[src/rtl/development_stage_tracker.sv]
// Debounces the raw development stage over tick samples, holds the confirmed
// stage with a saturating dwell count, and reports each change as one event.
module development_stage_tracker #(
  parameter int CONFIRM_TICKS = 4,
  parameter int DWELL_W       = 8
) (
  input  logic               clk,
  input  logic               rst_n,
  input  logic               tick,
  input  logic [1:0]         development_stage,
  input  logic               evt_ready,
  output logic [1:0]         stage,
  output logic [DWELL_W-1:0] dwell,
  output logic               evt_valid,
  output logic               evt_advance,
  output logic [1:0]         evt_from,
  output logic [1:0]         evt_to,
  output logic               evt_overrun
);

  // Event handshake: a transfer happens on any clk edge with evt_valid and
  // evt_ready both high; fields hold while evt_valid is high until that
  // transfer, or until a newer commit overwrites them (flagged by evt_overrun).

  typedef enum logic {
    ST_STABLE  = 1'b0,
    ST_CONFIRM = 1'b1
  } fsm_e;

  typedef struct packed {
    fsm_e       fsm;
    logic [1:0] cand;
    logic [3:0] cnt;
  } track_t;

  localparam logic [3:0]         CT        = 4'(CONFIRM_TICKS);
  localparam logic [DWELL_W-1:0] DWELL_MAX = '1;

  track_t             trk_q, trk_d;
  logic               commit;
  logic [1:0]         commit_to;

  logic [1:0]         stage_d;
  logic [DWELL_W-1:0] dwell_d;
  logic               evt_valid_d, evt_advance_d, evt_overrun_d;
  logic [1:0]         evt_from_d, evt_to_d;

  // State register
  always_ff @(posedge clk or negedge rst_n) begin
    if (!rst_n) begin
      trk_q <= '{fsm: ST_STABLE, cand: 2'd0, cnt: 4'd0};
    end else begin
      trk_q <= trk_d;
    end
  end

  // Next-state logic; commit marks the edge where a new stage is accepted
  always_comb begin
    trk_d     = trk_q;
    commit    = 1'b0;
    commit_to = trk_q.cand;
    if (tick) begin
      case (trk_q.fsm)
        ST_STABLE: begin
          if (development_stage != stage) begin
            trk_d.cand = development_stage;
            if (CT == 4'd1) begin
              commit    = 1'b1;
              commit_to = development_stage;
            end else begin
              trk_d.fsm = ST_CONFIRM;
              trk_d.cnt = 4'd1;
            end
          end
        end
        ST_CONFIRM: begin
          if (development_stage == trk_q.cand) begin
            if (trk_q.cnt + 4'd1 == CT) begin
              commit    = 1'b1;
              commit_to = trk_q.cand;
              trk_d.fsm = ST_STABLE;
              trk_d.cnt = 4'd0;
            end else begin
              trk_d.cnt = trk_q.cnt + 4'd1;
            end
          end else if (development_stage == stage) begin
            trk_d.fsm = ST_STABLE;
            trk_d.cnt = 4'd0;
          end else begin
            trk_d.cand = development_stage;
            trk_d.cnt  = 4'd1;
          end
        end
        default: begin
          trk_d = '{fsm: ST_STABLE, cand: 2'd0, cnt: 4'd0};
        end
      endcase
    end
  end

  // Output logic: next values of the registered outputs
  always_comb begin
    stage_d       = stage;
    dwell_d       = dwell;
    evt_valid_d   = evt_valid;
    evt_advance_d = evt_advance;
    evt_from_d    = evt_from;
    evt_to_d      = evt_to;
    evt_overrun_d = evt_overrun;

    if (tick) begin
      if (commit) begin
        dwell_d = '0;
      end else if (dwell != DWELL_MAX) begin
        dwell_d = dwell + 1'b1;
      end
    end

    if (evt_valid && evt_ready) begin
      evt_valid_d = 1'b0;
    end

    // A commit always wins over a transfer on the same edge
    if (commit) begin
      stage_d       = commit_to;
      evt_valid_d   = 1'b1;
      evt_from_d    = stage;
      evt_to_d      = commit_to;
      evt_advance_d = (commit_to > stage);
      if (evt_valid && !evt_ready) begin
        evt_overrun_d = 1'b1;
      end
    end
  end

  always_ff @(posedge clk or negedge rst_n) begin
    if (!rst_n) begin
      stage       <= 2'd0;
      dwell       <= '0;
      evt_valid   <= 1'b0;
      evt_advance <= 1'b0;
      evt_from    <= 2'd0;
      evt_to      <= 2'd0;
      evt_overrun <= 1'b0;
    end else begin
      stage       <= stage_d;
      dwell       <= dwell_d;
      evt_valid   <= evt_valid_d;
      evt_advance <= evt_advance_d;
      evt_from    <= evt_from_d;
      evt_to      <= evt_to_d;
      evt_overrun <= evt_overrun_d;
    end
  end

endmodule

[config.mk]
export PLATFORM = sky130hd
export DESIGN_NAME = development_stage_tracker
export DESIGN_NICKNAME = d
export VERILOG_FILES = /design/src/rtl/development_stage_tracker.sv
export SDC_FILE = /design/constraint.sdc
export NUM_CORES = 1
export LEC_CHECK = 0
export ABC_AREA = 0
export CAP_MARGIN = 5
export CELL_PAD_IN_SITES_DETAIL_PLACEMENT = 0
export CELL_PAD_IN_SITES_GLOBAL_PLACEMENT = 2
export CORE_MARGIN = 3
export CORE_UTILIZATION = 25
export CTS_CLUSTER_SIZE = 8
export DETAILED_ROUTE_END_ITERATION = 10
export GPL_TIMING_DRIVEN = 0
export PLACE_DENSITY_LB_ADDON = 0.1
export SETUP_SLACK_MARGIN = 0.3
export SYNTH_ARGS = -nofsm -noshare
export SYNTH_HDL_FRONTEND = slang
export SYNTH_SLANG_ARGS = --single-unit
[constraint.sdc]
create_clock -name clk -period 1.91 [get_ports clk]
set_clock_uncertainty 0.2 [all_clocks]
set_input_delay 0.2865 -clock clk [delete_from_list [all_inputs] [get_ports clk]]
set_output_delay 0.2865 -clock clk [all_outputs]
set_load 0.05 [all_outputs]
==> summary.txt, run 1 <==
STA
  – Final worst path period share: 1.06
  – Finish-stage setup viols: 7
  – Max Fclk: 492 MHz
  – Max-slew violations: 0
  – RSZ-0062 raised after global routing: yes
  – Worst setup margin: -0.122 ns
  – Worst-margin pin slew: 1.09 ns
  – Final-report hold violation count: 0
  – Worst slew margin: 0.276
  – Fin crit period: 2.03 ns
  – TNS Setup: -0.631 ns

Global routing
  – Total track usage: 0.115
  – First-pass GRT wire length: roughly 5.4 mm
  – Grt ovf: 0
  – Number of antenna violations at the first check in global routing: 0
  – Vias in the first global route: ~1100
  – Largest net degree at the start of global routing: 23

Yosys
  – Post-Syn Instances: roughly 120
  – Synth top area share: 0.444
  – Dominant synthesized flop cell: dfrtp_1
  – Post-synthesis sequential area ratio: 0.444
  – Largest area contributor in the netlist: dfrtp_1
  – Synth Cell Area: about 0.0012 mm^2
  – Synth unique cells: 40
  – Synth Register Bits: 22
  – Syn_nets: 127
  – Synth top area cells: dfrtp_1 (44%), mux2_2 (6.4%), ha_1 (5.0%)
  – Avg Cell Area, Syn: between 10 and 15 um^2
  – EDFF count, synth: 0
  – Syn. warnings: 0
  – Asr flop ratio synth: 1.00

Detailed routing
  – DRT Pass-1 Iters: 4
  – Antenna Nets Post-Route: 0
  – Total wire length: 3.08 mm
  – Drc violations: 0
  – Total vias in the final route: roughly 1000
  – Detailed Route Iter0 Violations: slightly above 40
  – Drt via density: 4.70
  – Wirelength per Cell: about 14 um

Place
  – Placed Instances: 203
  – Number of port buffers: 22
  – DPL Wire Length: 2.02 mm
  – Placed cell area: ~0.0016 mm^2
  – Routability-driven placement congestion ratio: approximately 0.74

Floorplanning
  – Die Ht: 76.4 um
  – CORE AREA: approximately 0.0046 mm^2
  – DIE AREA: 0.00584 mm^2
  – Number of core rows: 24
  – Width of the chip: about 76 um
  – IO Count: 23
  – Starting Density: 0.272

Clock tree
  – CTS sink cnt: 22
  – Longest Clk Path Bufs: 2
  – Clk pin slew, worst setup/hold paths: 0.09 ns
  – # H-tree levels: 1
  – Inserted Clock Buffers: 3
  – CTS Hold Buffers Added: 0
  – Root Driver: clkbuf_8
  – CTS tree: yes
  – Clock Latency Late Sink: 0.26 ns

Finish
  – Antenna diodes: 0
  – Final std cells w/o fill: 220
  – Nets: 167
  – Fill count: ~460
  – Layout cells sized above 1: 0.523
  – Commonest cells after routing, fill and taps aside: buf_4 (14), dfrtp_1 (12), dfrtp_2 (10)
  – Area Overhead vs Synth: 51.2%
  – Commonest non-fill, non-tap cell in the layout: buf_4
  – Layout Utilization: 0.411
  – Finished Cell Area: ~0.0019 mm^2

Setup path
  – R2r worst-path depth: 6
  – Peak fanout along the critical path: 6
  – Crit Reg-Reg Startpoint: trk_q[1]
  – Class of the most critical setup path: reg -> reg
  – Reg2Reg Setup Slack: -0.12 ns
  – Worst Path Required: 1.86 ns
  – Slowest cell on crit path: dfrtp_2
  – CP cell instances: buf_4 > and3b_4 > o31ai_4 > and3_4 > buf_8 > mux2_4
  – Worst flop-to-flop path endpoint: evt_from[0]
  – CP startpoint kind: flop
  – Endpoint class of the critical path: flop
  – Critical path data arrival time: about 2.0 ns
  – CP max stage delay: 0.45 ns

Power
  – PD cells: roughly 940 mW/mm^2
  – Lkg Pwr: 0.773 nW
  – Peak supply drop: 0.000310 V
  – Final Power: about 0.0018 W

Flow run
  – Max_cap viols: 0

Status
  – Failing checks: setup timing
  – Status: finished, violations left

Worst hold path
  – Hold WC Path Type: in -> async
[layer usage]
metal  global-route usage  wire, um
met5                    0         0
met4               0.0489        44
met3               0.0201        85
met2                0.184      1530
met1                0.152      1420
[where the power goes]
| group | switching (W) | internal [W] | total (W) |
|---|---|---|---|
| sequential | 0.000130 | 0.000565 | 0.000695 |
| clock | 0.000165 | 0.000149 | 0.000314 |
| combinational | 0.000465 | 0.000286 | 0.000751 |
[cells in the mapped netlist (2+ instances only)]
cell,number
dfrtp_1,22
inv_1,8
nor2_1,8
mux2_2,7
nand2_1,6
nand3_1,6
ha_1,5
a21oi_1,4
o31ai_1,4
xor2_1,4
a211oi_1,3
and3_1,3
o21ai_0,3
buf_4,2
nand4_1,2
nor3_1,2
o211ai_1,2
or4_1,2
xnor2_1,2
[cells by family (layout without fill, tap and decap cells)]
family	after synthesis	count (layout)	share of synthesized area
muxes	8	8	0.0716
AOI/OAI and AO/OA	24	24	0.150
buffers and inverters	13	52	0.0646
DFF	22	22	0.444
xor gates and xnor gates	6	6	0.0424
adders and majority gates	5	5	0.0505
and+or+nand+nor	38	38	0.177
[timing repair]
| item | CTS | global route |
|---|---|---|
| pin swaps | 7 | 4 |
| setup endpoints to repair | 45 | 27 |
| gates resized for setup | 95 | 19 |
| setup buffers | 11 | 2 |
| endpoints found under the hold margin | 0 | 0 |
[through the flow]
stage / hold WS [ns] / setup slack (ns)
after floorplan: -0.209 / -0.0642
after global placement: 0.254 / -0.397
after detailed placement: 0.258 / -0.412
after CTS: 0.171 / -0.172
after global routing: 0.201 / -0.213
final: 0.126 / -0.122
[registers in the layout, summed over array words and instances, names as in the netlist]
| name | flops |
|---|---|
| dwell | 8 |
| evt_from | 2 |
| trk_q | 7 |
| evt_to | 2 |
| evt_overrun | 1 |
| evt_advance | 1 |
| evt_valid | 1 |
[layout make-up]
| cell class | instances | area [um^2] | area share |
|---|---|---|---|
| Multi-Input combinational cell | 81 | 786 | 0.419 |
| Sequential cell | 22 | 563 | 0.300 |
| Timing Repair Buffer | 35 | 302 | 0.161 |
| Tap cell | 65 | 81.3 | 0.0434 |
| Buffer | 5 | 67.6 | 0.0360 |
| Clock buffer | 4 | 45.0 | 0.0240 |
| Inverter | 8 | 30.0 | 0.0160 |
[worst max-delay path by stage]
stage	startpoint	end	slack, ns	cells past startpoint
after floorplan	trk_q[0]	evt_from[0]	-0.06	6
after CTS	trk_q[1]	evt_from[0]	-0.17	6
final	trk_q[1]	evt_from[0]	-0.12	6
after detailed placement	development_stage[1]	trk_q[2]	-0.41	5
after global placement	tick	trk_q[3]	-0.40	5
after global routing	trk_q[1]	evt_from[0]	-0.21	6
[critical path: cells and delay by family (launching register included)]
| family | cells | cell delay, ns |
|---|---|---|
| and+or+nand+nor | 2 | 0.42 |
| AOI/OAI and AO/OA | 1 | 0.26 |
| buffers and inverters | 2 | 0.28 |
| DFF | 1 | 0.45 |
| muxes | 1 | 0.30 |
No activity file was read; power rests on OpenSTA's default activity.
==> run 2: changes to the inputs <==
--- a/config.mk
+++ b/config.mk
@@ -9,11 +9,10 @@
 export CAP_MARGIN = 5
 export CELL_PAD_IN_SITES_DETAIL_PLACEMENT = 0
 export CELL_PAD_IN_SITES_GLOBAL_PLACEMENT = 2
-export CORE_MARGIN = 3
+export CORE_MARGIN = 8
 export CORE_UTILIZATION = 25
 export CTS_CLUSTER_SIZE = 8
 export DETAILED_ROUTE_END_ITERATION = 10
-export GPL_TIMING_DRIVEN = 0
 export PLACE_DENSITY_LB_ADDON = 0.1
 export SETUP_SLACK_MARGIN = 0.3
 export SYNTH_ARGS = -nofsm -noshare
==> run 2 against run 1 <==
  * The flow still finishes with violations (setup timing)
  * Non-clock buffer count up 12
  * Total power is 4.3% higher
  * Sequential cell count stayed put
  * Cell count is 6.4% higher
  * Hold slack improved by 0.040 ns
  * Maximum frequency up 2.2%
  * Worst setup slack improved by 0.043 ns
  * Core utilization fell by 2.4 points
  * Critical path type unchanged
==> summary.txt, run 2 (synthesis results as in run 1) <==
Status
  – Status: finished, violations left
  – Failing checks: setup timing

Detailed routing
  – Met3 wire len: 83 um
  – Metal2 WL: around 1.4 mm
  – Detailed Route Iter0 Violations: 19
  – Wirelength per Cell: roughly 13 um
  – Drc violations: 0
  – Antenna Nets Post-Route: 0
  – DRT Pass-1 Iters: 3
  – Highest routed metal layer: met4
  – Total wire length: 3.09 mm
  – Total vias in the final route: 1044
  – Drt via density: between 4 and 5
  – Wl on met1: approximately 1.5 mm

Finish
  – Register with the most flip-flops: dwell
  – Max reg flops: 8
  – Top Registers: dwell (8), trk_q (7)
  – Fill count: roughly 500
  – Commonest cells after routing, fill and taps aside: buf_4 (45), dfrtp_1 (16), inv_1 (8), nor2_1 (8)
  – Area Overhead vs Synth: 48.3%
  – Layout Utilization: 0.387
  – Nets: around 180
  – Layout cells sized above 1: 0.509
  – Commonest non-fill, non-tap cell in the layout: buf_4
  – Antenna diodes: 0

Worst hold path
  – Hold WC Path Type: in -> async

Global routing
  – First-pass GRT wire length: 5.39 mm
  – Largest net degree at the start of global routing: 23
  – Number of antenna violations at the first check in global routing: 0
  – Vias in the first global route: ~1100
  – Grt ovf: 0
  – Total track usage: 0.0899

Clock tree
  – CTS Hold Buffers Added: 0
  – Clk pin slew, worst setup/hold paths: 0.08 ns
  – CTS tree: yes
  – CTS sink cnt: 22
  – Longest Clk Path Bufs: 2
  – Root Driver: clkbuf_8
  – Clock Latency Late Sink: around 0.26 ns
  – Inserted Clock Buffers: 3
  – # H-tree levels: 1

Place
  – DPL Wire Length: ~2.4 mm
  – Routability-driven placement congestion ratio: slightly above 0.7
  – Number of port buffers: 22
  – Place WS: -0.340 ns

Flow run
  – Max_cap viols: 0

Power
  – Final Power: between 0.0015 and 0.002 W
  – Part of the power in the clock network: 0.183
  – Logic pwr share: 0.449
  – Sw frac: 0.411
  – Switching power: roughly 0.00076 W
  – Lkg Pwr: 0.844 nW
  – PD cells: approximately 1000 mW/mm^2
  – Sequential Power Share: 0.368
  – Peak supply drop: between 0.0003 and 0.0004 V
  – Int Power: between 0.001 and 0.0015 W

STA
  – RSZ-0062 raised after global routing: yes
  – Finish-stage setup viols: 11
  – Worst hold slack: between 0.15 and 0.2 ns
  – Final worst path period share: 1.04
  – Worst-margin pin slew: slightly below 0.3 ns
  – Max Fclk: approximately 500 MHz
  – Fin crit period: between 1.5 and 2 ns
  – Max-slew violations: 0
  – Final-report hold violation count: 0
  – Worst slew margin: 0.803
  – Worst setup margin: -0.0786 ns

Setup path
  – CP cell instances: ha_2 > nand3b_1 > o31ai_4 > and3_4 > mux2_2
  – CP startpoint kind: flop
  – Slowest cell on crit path: dfrtp_1
  – CP max stage delay: around 0.42 ns
  – Worst Path Required: about 1.9 ns
  – Critical path data arrival time: 1.94 ns
  – Class of the most critical setup path: reg -> reg
  – Peak fanout along the critical path: 6
  – Endpoint class of the critical path: flop
  – Crit path max-delay family: simple AND/OR/NAND/NOR gates
  – Buf/Inv on CP: 0

Floorplanning
  – Width of the chip: ~86 um
  – DIE AREA: between 0.007 and 0.008 mm^2
  – IO Count: 23
  – Starting Density: 0.261
  – Number of core rows: 25
  – Die Ht: between 80 and 90 um
  – CORE AREA: 0.00475 mm^2
run 2: area by class of cell:
| class | instances | area (um^2) | area share |
|---|---|---|---|
| inverter | 8 | 30.0 | 0.0163 |
| clock buffer | 4 | 55.1 | 0.0299 |
| multi-input combinational | 81 | 706 | 0.384 |
| sequential | 22 | 558 | 0.303 |
| tap | 67 | 83.8 | 0.0456 |
| timing repair buffer | 52 | 407 | 0.221 |
run 2: repair_timing:
action | CTS | global route
gates resized for setup | 17 | 3
pin swaps | 10 | 8
setup endpoints to repair | 21 | 21
buffers inserted | 2 | 3
run 2: worst paths after layout:
check	cells after the start	end	slack, ns	start
max in group asynchronous	2	dwell[4]	1.09	rst_n
worst max register to register	5	evt_to[1]	-0.08	trk_q[1]
worst min register to register	1	evt_overrun	0.28	evt_overrun
worst max-delay path	5	evt_to[1]	-0.08	trk_q[1]
worst min-delay path	2	evt_from[0]	0.17	rst_n
min in group clk	1	evt_overrun	0.28	evt_overrun
run 2: metrics by stage:
step / setup TNS, ns / instance area, um^2 / cells
after global placement: -5.60 / 1670 / 225
after detailed placement: -5.78 / 1670 / 225
after CTS: -0.912 / 1800 / 231
after floorplan: -0.362 / 1270 / 116
final: -0.463 / 1840 / 234
after global routing: -1.91 / 1840 / 234
run 2: per-layer routing:
layer,up-vias,global-route usage
li1,521,-
met1,504,0.112
met2,15,0.143
met3,4,0.0227
met4,0,0.0376
met5,-,0
run 2: power groups by stage:
stage | logic (W) | registers [W] | clock network [W]
after floorplan | 0.000253 | 0.000918 | 0
after global placement | 0.000800 | 0.000681 | 0
after detailed placement | 0.000806 | 0.000683 | 0
after CTS | 0.000830 | 0.000677 | 0.000360
after global routing | 0.000903 | 0.000697 | 0.000385
final | 0.000825 | 0.000676 | 0.000336
run 2: worst reg2reg max path, cell delays in order (launching register included):
cell	delay (ns)
dfrtp_1	0.42
ha_2	0.20
nand3b_1	0.20
o31ai_4	0.24
and3_4	0.28
mux2_2	0.34
==> run 3: changes to the inputs <==
--- a/config.mk
+++ b/config.mk
@@ -11,8 +11,8 @@
 export CELL_PAD_IN_SITES_GLOBAL_PLACEMENT = 2
 export CORE_MARGIN = 8
 export CORE_UTILIZATION = 25
-export CTS_CLUSTER_SIZE = 8
 export DETAILED_ROUTE_END_ITERATION = 10
+export GPL_TIMING_DRIVEN = 0
 export PLACE_DENSITY_LB_ADDON = 0.1
 export SETUP_SLACK_MARGIN = 0.3
 export SYNTH_ARGS = -nofsm -noshare
==> run 3 against run 2 <==
  * The flow still finishes with violations (setup timing)
  * Worst setup slack lost 0.025 ns
  * Critical path depth up 1
  * Count of clock-buffer cells in the layout is 1 lower
  * Final area is 4.0% higher
  * Cell count is 4.3% lower
  * Critical path type unchanged
  * Largest cell class unchanged
==> summary.txt, run 3 (synthesis results as in run 1) <==
Status
  – Status: finished, violations left
  – Failing checks: setup timing

Global routing
  – Vias in the first global route: approximately 1000
  – Largest net degree at the start of global routing: 23
  – Total track usage: 0.0887
  – First-pass GRT wire length: approximately 5.2 mm
  – Grt ovf: 0
  – Number of antenna violations at the first check in global routing: 0

Detailed routing
  – Total wire length: 3.15 mm
  – Wirelength per Cell: about 14 um
  – DRT Pass-1 Iters: 4
  – Total vias in the final route: roughly 1000
  – Detailed Route Iter0 Violations: 27
  – Antenna Nets Post-Route: 0
  – Drt via density: approximately 4.5
  – Drc violations: 0

Finish
  – Max reg flops: 8
  – Antenna diodes: 0
  – Nets: 169
  – Layout Utilization: 0.402
  – Commonest cells after routing, fill and taps aside: buf_4 (14), dfrtp_2 (12), dfrtp_1 (10)
  – Sequential cell area: 566 um^2
  – Fill count: roughly 500
  – Finished Cell Area: about 0.0019 mm^2
  – Register with the most flip-flops: dwell
  – Layout cells sized above 1: 0.541
  – Top Registers: dwell (8), trk_q (7)
  – Multi-input logic area: 777 um^2
  – Commonest non-fill, non-tap cell in the layout: buf_4
  – Area Overhead vs Synth: 54.3%

Setup path
  – Slowest cell on crit path: dfrtp_2
  – Worst Path Required: 1.87 ns
  – CP startpoint kind: flop
  – Peak fanout along the critical path: 6
  – CP max stage delay: ~0.45 ns
  – Critical path data arrival time: 1.97 ns
  – CP cell instances: buf_4 > and3b_4 > o31ai_4 > and3_4 > buf_8 > mux2_4
  – Class of the most critical setup path: reg -> reg
  – Endpoint class of the critical path: flop

Floorplanning
  – IO Count: 23
  – Number of core rows: 25
  – Starting Density: 0.261
  – Width of the chip: 86.4 um
  – Die Ht: between 80 and 90 um
  – DIE AREA: 0.00747 mm^2
  – CORE AREA: about 0.0048 mm^2

Place
  – Place WS: -0.391 ns
  – DPL Wire Length: between 2 and 2.5 mm
  – Placed cell area: about 0.0016 mm^2
  – Routability-driven placement congestion ratio: just under 0.7
  – Number of port buffers: 22

Clock tree
  – CTS tree: yes
  – Clock Latency Late Sink: 0.27 ns
  – CTS sink cnt: 22
  – Clk pin slew, worst setup/hold paths: approximately 0.090 ns
  – Inserted Clock Buffers: 3
  – Root Driver: clkbuf_8
  – Longest Clk Path Bufs: 2
  – CTS Hold Buffers Added: 0
  – # H-tree levels: 1

STA
  – Worst setup margin: -0.104 ns
  – Fin crit period: between 2 and 2.5 ns
  – TNS Setup: -0.601 ns
  – Final-report hold violation count: 0
  – Worst slew margin: 0.306
  – Worst-margin pin slew: around 1.0 ns
  – Max Fclk: approximately 500 MHz
  – RSZ-0062 raised after global routing: yes
  – Finish-stage setup viols: 8
  – Max-slew violations: 0
  – Final worst path period share: 1.05

Power
  – PD cells: slightly below 1000 mW/mm^2
  – Lkg Pwr: slightly above 0.8 nW
  – Final Power: about 0.0019 W
  – Peak supply drop: roughly 0.00032 V

Flow run
  – Max_cap viols: 0

Worst hold path
  – Hold WC Path Type: in -> async
[run 3: changes by cell type in the layout (fill, tap and decap cells not counted), sizes merged]
cell           previous run  this run
buf                      47        29
clkdlybuf4s15             0         7
bufinv                    0         1
[run 3: path summary, 6_finish.rpt]
| path | cells after the start | to | slack [ns] | startpoint |
|---|---|---|---|---|
| worst max-delay path | 6 | evt_to[0] | -0.10 | trk_q[1] |
| worst min-delay path | 1 | dwell[2] | 0.11 | rst_n |
| worst max register to register | 6 | evt_to[0] | -0.10 | trk_q[1] |
| worst min register to register | 1 | evt_overrun | 0.28 | evt_overrun |
| max in group asynchronous | 1 | trk_q[5] | 0.70 | rst_n |
| min in group clk | 1 | evt_overrun | 0.28 | evt_overrun |
[run 3: where the power goes]
group          internal (W)  total (W)  switching [W]
clock network      0.000281   0.000454       0.000174
logic              0.000278   0.000741       0.000463
registers          0.000566   0.000697       0.000130
[run 3: critical path: cells and delay by family (launching register included)]
family          cells  cell delay [ns]
mux                 1             0.30
compound gates      1             0.25
simple gates        2             0.41
flops               1             0.45
buf+inv             2             0.29
[run 3: metrics by stage]
stage          cells  hold WS, ns
2_1_floorplan    116       -0.209
3_3_place_gp     205        0.253
3_5_place_dp     205        0.253
4_1_cts          219        0.167
5_1_grt          224        0.194
6_report         224        0.106
[run 3: routing by layer]
layer,up-vias,GRT usage,part of all wire
met5,-,0,0
met4,0,0.0376,0.015
met3,4,0.0265,0.048
met2,14,0.138,0.46
met1,495,0.111,0.48
li1,502,-,-
[run 3: final cells by class]
type / instances / share of cell area
clock inverters: 1 / 0.0157
multi-input cells: 81 / 0.406
clock buffers: 3 / 0.0216
inverters: 8 / 0.0157
plain buffers: 5 / 0.0353
well taps: 67 / 0.0438
repair buffers: 37 / 0.166
flip-flops and latches: 22 / 0.296
[run 3: repair_timing]
item | CTS | global route
setup endpoints to repair | 45 | 28
pin swaps | 9 | 7
hold endpoints to repair | 0 | 0
setup buffers | 10 | 5
resized for setup | 84 | 34
